==> src/rtl/sfft_pkg.sv <==
// Shared defaults, FSM encoding and the twiddle quantisation helper for the
// sliding-DFT engine and its twiddle table.
package sfft_pkg;

  localparam int NFFT_DEF        = 8;
  localparam int NFFT_LOG2_DEF   = 3;
  localparam int INPUT_WIDTH_DEF = 24;
  localparam int ACC_WIDTH_DEF   = 32;
  localparam int TW_WIDTH_DEF    = 16;

  typedef enum logic [1:0] {
    S_IDLE   = 2'd0,
    S_DELTA  = 2'd1,
    S_UPDATE = 2'd2
  } state_t;

  // Round to nearest with ties away from zero; evaluated only at elaboration.
  function automatic int round_nearest(input real x);
    if (x >= 0.0) return $rtoi(x + 0.5);
    return -$rtoi(0.5 - x);
  endfunction

endpackage

==> src/rtl/sdft_twiddle_rom.sv <==
// Combinational twiddle table: (cos, sin)(2*pi*k/NFFT) for k = 0..NFFT/2-1,
// rounded to nearest in Q2.(TW_WIDTH-2).
module sdft_twiddle_rom
  import sfft_pkg::*;
#(
  parameter int NFFT      = NFFT_DEF,
  parameter int NFFT_LOG2 = NFFT_LOG2_DEF,
  parameter int TW_WIDTH  = TW_WIDTH_DEF
) (
  input  logic        [NFFT_LOG2-2:0] k,
  output logic signed [TW_WIDTH-1:0]  cos_val,
  output logic signed [TW_WIDTH-1:0]  sin_val
);

  localparam int  NUM_BINS = NFFT / 2;
  localparam real PI       = 3.14159265358979323846;
  localparam real ONE      = real'(1 << (TW_WIDTH - 2));

  logic signed [TW_WIDTH-1:0] cos_tab [NUM_BINS];
  logic signed [TW_WIDTH-1:0] sin_tab [NUM_BINS];

  // The angle pi/2 lands on a tiny nonzero cosine that rounds to exactly zero.
  for (genvar g = 0; g < NUM_BINS; g++) begin : g_tab
    localparam real ANG   = 2.0 * PI * real'(g) / real'(NFFT);
    localparam int  C_INT = round_nearest(ONE * $cos(ANG));
    localparam int  S_INT = round_nearest(ONE * $sin(ANG));
    assign cos_tab[g] = TW_WIDTH'(C_INT);
    assign sin_tab[g] = TW_WIDTH'(S_INT);
  end

  assign cos_val = cos_tab[k];
  assign sin_val = sin_tab[k];

endmodule

==> src/rtl/sliding_dft_engine.sv <==
// Recursive sliding DFT: each accepted sample updates NFFT/2 complex bins,
// one bin per clock, and streams every updated bin out.
module sliding_dft_engine
  import sfft_pkg::*;
#(
  parameter int NFFT        = NFFT_DEF,
  parameter int NFFT_LOG2   = NFFT_LOG2_DEF,
  parameter int INPUT_WIDTH = INPUT_WIDTH_DEF,
  parameter int ACC_WIDTH   = ACC_WIDTH_DEF,
  parameter int TW_WIDTH    = TW_WIDTH_DEF
) (
  input  logic                          clk,
  input  logic                          reset,
  input  logic                          clear,
  input  logic                          in_valid,
  output logic                          in_ready,
  input  logic signed [INPUT_WIDTH-1:0] in_sample,
  output logic                          out_valid,
  output logic        [NFFT_LOG2-2:0]   out_bin,
  output logic signed [ACC_WIDTH-1:0]   out_re,
  output logic signed [ACC_WIDTH-1:0]   out_im,
  output logic                          out_last,
  output logic                          window_full
);

  localparam int NUM_BINS = NFFT / 2;
  localparam int KW       = NFFT_LOG2 - 1;
  localparam int SHIFT    = TW_WIDTH - 2;
  // (re + delta) needs one guard bit; the complex sum needs one more.
  localparam int PW       = ACC_WIDTH + TW_WIDTH + 2;

  localparam logic [KW-1:0]          K_LAST   = KW'(NUM_BINS - 1);
  localparam logic [NFFT_LOG2:0]     CNT_FULL = (NFFT_LOG2 + 1)'(NFFT);
  localparam logic signed [PW-1:0]   ACC_MAX  = {{(PW - ACC_WIDTH + 1){1'b0}}, {(ACC_WIDTH - 1){1'b1}}};
  localparam logic signed [PW-1:0]   ACC_MIN  = ~ACC_MAX;

  state_t                         state;
  logic        [NFFT_LOG2-1:0]    wr_ptr;
  logic        [NFFT_LOG2:0]      sample_cnt;
  logic        [KW-1:0]           bin_idx;
  logic signed [INPUT_WIDTH-1:0]  x_new;
  logic signed [ACC_WIDTH-1:0]    delta;
  logic                           sat_flag;

  logic signed [INPUT_WIDTH-1:0]  delay_line [NFFT];
  logic signed [ACC_WIDTH-1:0]    re_mem     [NUM_BINS];
  logic signed [ACC_WIDTH-1:0]    im_mem     [NUM_BINS];

  logic signed [TW_WIDTH-1:0]     cos_val;
  logic signed [TW_WIDTH-1:0]     sin_val;
  logic signed [ACC_WIDTH:0]      t_re;
  logic signed [PW-1:0]           prod_re;
  logic signed [PW-1:0]           prod_im;
  logic signed [PW-1:0]           shr_re;
  logic signed [PW-1:0]           shr_im;
  logic signed [ACC_WIDTH-1:0]    new_re;
  logic signed [ACC_WIDTH-1:0]    new_im;
  logic                           sat_re;
  logic                           sat_im;

  sdft_twiddle_rom #(
    .NFFT      (NFFT),
    .NFFT_LOG2 (NFFT_LOG2),
    .TW_WIDTH  (TW_WIDTH)
  ) u_twiddle (
    .k       (bin_idx),
    .cos_val (cos_val),
    .sin_val (sin_val)
  );

  // NOTE: combinational logic uses blocking '=' so each line sees the value
  // computed just above it; registered state below uses '<=' only.
  always_comb begin
    // NOTE: every output of this block is assigned unconditionally first, so
    // no path can leave a value held and no latch is inferred.
    sat_re  = 1'b0;
    sat_im  = 1'b0;
    t_re    = (ACC_WIDTH + 1)'(re_mem[bin_idx]) + (ACC_WIDTH + 1)'(delta);
    prod_re = PW'(t_re) * PW'(cos_val) - PW'(im_mem[bin_idx]) * PW'(sin_val);
    prod_im = PW'(t_re) * PW'(sin_val) + PW'(im_mem[bin_idx]) * PW'(cos_val);
    shr_re  = prod_re >>> SHIFT;
    shr_im  = prod_im >>> SHIFT;
    new_re  = shr_re[ACC_WIDTH-1:0];
    new_im  = shr_im[ACC_WIDTH-1:0];

    if (shr_re > ACC_MAX) begin
      new_re = ACC_MAX[ACC_WIDTH-1:0];
      sat_re = 1'b1;
    end else if (shr_re < ACC_MIN) begin
      new_re = ACC_MIN[ACC_WIDTH-1:0];
      sat_re = 1'b1;
    end

    if (shr_im > ACC_MAX) begin
      new_im = ACC_MAX[ACC_WIDTH-1:0];
      sat_im = 1'b1;
    end else if (shr_im < ACC_MIN) begin
      new_im = ACC_MIN[ACC_WIDTH-1:0];
      sat_im = 1'b1;
    end
  end

  // NOTE: the delay line and bins are flip-flop arrays rather than RAM because
  // both reset and clear must zero every entry on a single edge.
  always_ff @(posedge clk or negedge reset) begin
    if (!reset) begin
      state       <= S_IDLE;
      in_ready    <= 1'b1;
      out_valid   <= 1'b0;
      out_last    <= 1'b0;
      out_bin     <= '0;
      out_re      <= '0;
      out_im      <= '0;
      window_full <= 1'b0;
      wr_ptr      <= '0;
      sample_cnt  <= '0;
      bin_idx     <= '0;
      x_new       <= '0;
      delta       <= '0;
      sat_flag    <= 1'b0;
      for (int i = 0; i < NFFT; i++)     delay_line[i] <= '0;
      for (int i = 0; i < NUM_BINS; i++) re_mem[i]     <= '0;
      for (int i = 0; i < NUM_BINS; i++) im_mem[i]     <= '0;
    end else if (clear) begin
      // Saturation history survives a clear; only reset forgets it.
      state       <= S_IDLE;
      in_ready    <= 1'b1;
      out_valid   <= 1'b0;
      out_last    <= 1'b0;
      out_bin     <= '0;
      out_re      <= '0;
      out_im      <= '0;
      window_full <= 1'b0;
      wr_ptr      <= '0;
      sample_cnt  <= '0;
      bin_idx     <= '0;
      x_new       <= '0;
      delta       <= '0;
      for (int i = 0; i < NFFT; i++)     delay_line[i] <= '0;
      for (int i = 0; i < NUM_BINS; i++) re_mem[i]     <= '0;
      for (int i = 0; i < NUM_BINS; i++) im_mem[i]     <= '0;
    end else begin
      out_valid <= 1'b0;
      out_last  <= 1'b0;
      case (state)
        S_IDLE: begin
          if (in_valid) begin
            x_new    <= in_sample;
            in_ready <= 1'b0;
            state    <= S_DELTA;
          end
        end

        S_DELTA: begin
          delay_line[wr_ptr] <= x_new;
          delta              <= ACC_WIDTH'(x_new) - ACC_WIDTH'(delay_line[wr_ptr]);
          wr_ptr             <= wr_ptr + 1'b1;
          if (sample_cnt != CNT_FULL) sample_cnt <= sample_cnt + 1'b1;
          bin_idx            <= '0;
          state              <= S_UPDATE;
        end

        S_UPDATE: begin
          re_mem[bin_idx] <= new_re;
          im_mem[bin_idx] <= new_im;
          out_valid       <= 1'b1;
          out_bin         <= bin_idx;
          out_re          <= new_re;
          out_im          <= new_im;
          sat_flag        <= sat_flag | sat_re | sat_im;
          // Flag the full window alongside bin 0 of the frame that filled it.
          if (bin_idx == '0 && sample_cnt == CNT_FULL) window_full <= 1'b1;
          if (bin_idx == K_LAST) begin
            out_last <= 1'b1;
            in_ready <= 1'b1;
            state    <= S_IDLE;
          end else begin
            bin_idx <= bin_idx + 1'b1;
          end
        end

        default: begin
          state    <= S_IDLE;
          in_ready <= 1'b1;
        end
      endcase
    end
  end

endmodule

==> config.mk <==
export PLATFORM = sky130hd
export DESIGN_NAME = sliding_dft_engine
export DESIGN_NICKNAME = d
export VERILOG_FILES = /design/src/rtl/sfft_pkg.sv /design/src/rtl/sdft_twiddle_rom.sv /design/src/rtl/sliding_dft_engine.sv
export SDC_FILE = /design/constraint.sdc
export NUM_CORES = 2
export LEC_CHECK = 0
export CORE_MARGIN = 1.5
export CORE_UTILIZATION = 40
export DETAILED_ROUTE_END_ITERATION = 8
export PLACE_DENSITY = 0.64
export SKIP_CTS_REPAIR_TIMING = 1
export SLEW_MARGIN = 20
export SYNTH_ARGS = -nofsm -noshare
export SYNTH_HDL_FRONTEND = slang
export SYNTH_HIERARCHICAL = 1
export SYNTH_SLANG_ARGS = --single-unit
==> constraint.sdc <==
create_clock -name clk -period 14.5 [get_ports clk]
set_clock_uncertainty 0.1 [all_clocks]
set_input_delay 2.175 -clock clk [delete_from_list [all_inputs] [get_ports clk]]
set_output_delay 2.175 -clock clk [all_outputs]
set_load 0.005 [all_outputs]
==> results by group <==
Run status
  – Status: complete, no violations

STA
  – Final slew viol count: 0
  – Max Fclk: 0.0748 GHz
  – Unrepaired setup endpoints after global routing: false
  – Endpoints failing setup: 0
  – Setup tns final: 0 ps
  – Final critical-path required period: 13,370 ps
  – Slew headroom: 0.197
  – Fin worst setup slack: 1130 ps
  – Tcrit/Tclk final: 0.922
  – Final hold viol count: 0
  – Worst Tran Pin Value: 1200 ps

Synth
  – Post-synthesis instance area: 102,000 um^2
  – Most frequent cells after synthesis: 2,326 x inv_1, 2,177 x fa_1, 1,418 x nand2_1, 1,170 x and2_1, 615 x clkbuf_1
  – Synthesized area per cell: 9.50 um^2
  – Synth Register Bits: 578
  – Share of the synthesized area in the top cell type: 0.427
  – Count leader, synth: inv_1
  – Post-Synthesis Cells: 10,740
  – Async SR Flop Fraction: 1.00
  – Top cells by area, synth: fa_1 43%, dfrtp_1 14%, inv_1 8.6%
  – Top FF cell, synth: dfrtp_1
  – Leading area contributor after synthesis: fa_1
  – EDFF count, synth: 0
  – Yosys warns: 6
  – Sequential cell area fraction in the yosys report: 0.142
  – Synth unique cells: 89

Worst setup path
  – CP dominant cell by count: fa_1
  – Family with the most delay on the worst path: adder cells
  – Worst Setup Path Type: reg2reg
  – Crit path required time: 14,930 ps
  – Largest stage delay, worst path: 710 ps
  – Worst-path fanout max: 22
  – CP Buf/Inv Count: 6
  – CP Data Arrival Time: 13,800 ps
  – Startpoint Class: register
  – Crit-path slowest cell: xnor2_2
  – Endpoint type of the worst setup path: register

Floorplan
  – # IOs: 98
  – Chip width: 508 um
  – Starting Density: 0.402
  – Core footprint: 254,000 um^2
  – Die area: 258,000 um^2
  – Row cnt: 185
  – Chip height: 508 um

Global routing
  – First-pass GRT wire length: 467 mm
  – Initial antenna violation count: 7
  – Vias in the first global route: 80,281
  – Largest net degree at the start of global routing: 187
  – GR Util All Layers: 0.232
  – GRT overflow: 0

Clocking
  – Total clock sinks: 578
  – Skew-Pair Late Insertion Delay: 680 ps
  – TritonCTS clock tree: done
  – TritonCTS buffer count: 68
  – Root buffer cell: clkbuf_16
  – Clk buf depth: 3
  – Worst-path clk slew: 60 ps
  – H-tree depth: 3

Detailed routing
  – Vias per cell: 5.28
  – Pre-Repair DR Iteration Count: 6
  – Via Count: 72,902
  – Wire per inst: 21.0 um
  – Routed Wire Length: 289 mm
  – Antenna Violating Nets Remaining: 0
  – Drt drc: 0
  – 1st-iter DRT viols: 5,648

Place
  – Cell Count Post-Placement: 13,679
  – Detail Placement HPWL: 222 mm
  – Port Buffer Count: 97
  – RD Place Congestion: 0.925
  – Dpl ws: 1260 ps

Flow run
  – Maximum Capacitance Violations: 0

Cells and area
  – Nets@finish: 13,057
  – Synthesis-to-finish area growth: 6.42%
  – Final core occ: 0.428
  – Final Non-Filler Cells: 13,806
  – Proportion of layout cells with a drive suffix above 1: 0.0452
  – # fillers: 24,492

Hold path
  – Worst Hold Class: reg2reg
-- stage by stage --
stage               area, um^2  hold WS (ps)
detailed placement      106000           369
global route            109000           405
finish                  109000           377
CTS                     109000           381
global placement        106000           358
floorplan               102000           345
-- per-layer routing --
| layer | vias up | global-route usage | part of all wire | wire (um) |
|---|---|---|---|---|
| li1 | 31451 | - | - | - |
| met1 | 38391 | 0.312 | 0.41 | 119000 |
| met2 | 2594 | 0.383 | 0.48 | 139000 |
| met3 | 464 | 0.0351 | 0.070 | 20200 |
| met4 | 2 | 0.0806 | 0.038 | 11000 |
| met5 | - | 0 | 0.000045 | 13 |
-- registers in the layout (all words and copies together) (netlist names) --
register     flops
delay_line     192
im_mem         128
re_mem         128
out_im          32
out_re          32
delta           25
x_new           24
sample_cnt       4
wr_ptr           3
bin_idx          2
out_bin          2
state            2
in_ready         1
out_last         1
out_valid        1
window_full      1
-- final cells by class --
type | count | area [um^2] | area share
diodes | 3 | 7.51 | 0.0000692
multi-input cells | 7138 | 76400 | 0.704
inverters | 2328 | 8740 | 0.0805
clock buffers | 93 | 1950 | 0.0179
repair buffers | 269 | 2400 | 0.0221
well taps | 3366 | 4210 | 0.0388
clock inverters | 31 | 345 | 0.00318
flip-flops and latches | 578 | 14500 | 0.133
-- worst paths after layout --
| kind | start | end | slack [ps] | cells after the start |
|---|---|---|---|---|
| max in group asynchronous | reset | im_mem[96] | 10430 | 3 |
| max reg2reg | bin_idx[0] | im_mem[71] | 1130 | 37 |
| max | bin_idx[0] | im_mem[71] | 1130 | 37 |
| min reg2reg | im_mem[110] | im_mem[110] | 380 | 2 |
| min | im_mem[110] | im_mem[110] | 380 | 2 |
| min in group asynchronous | reset | x_new[15] | 1510 | 1 |
-- tightest hold or removal path, cell delays in order (launching register included) --
cell,delay (ps)
dfrtp_1,340
nand2_1,50
o21ai_0,60
-- layout by cell type, fill, tap and decap left out, drive strengths merged, types with 40 or more instances in the layout --
cell	count
xnor2	109
a22oi	50
dfrtp	577
mux4	64
clkbuf	94
nand2b	101
nor2	170
o21ai	95
nand2	1419
inv	2333
buf	173
and2	1176
ha	469
a21oi	426
nor2b	40
clkdlybuf4s50	95
a221o	199
nand3	51
fa	2177
a211o	55
and3	42
xor2	45
a21o	67
-- kinds of logic after synthesis --
family                     after synthesis  synth area share
xor gates and xnor gates               154            0.0133
AOI/OAI and AO/OA                     1124            0.0777
DFF                                    578             0.142
and+or+nand+nor                       3138             0.154
adders and majority gates             2646             0.485
other                                    1         0.0000368
buffers and inverters                 3032             0.114
muxes                                   67            0.0144
Power is not shown: default switching activity piles up to over one toggle a cycle in this logic, so the estimate is an artifact.
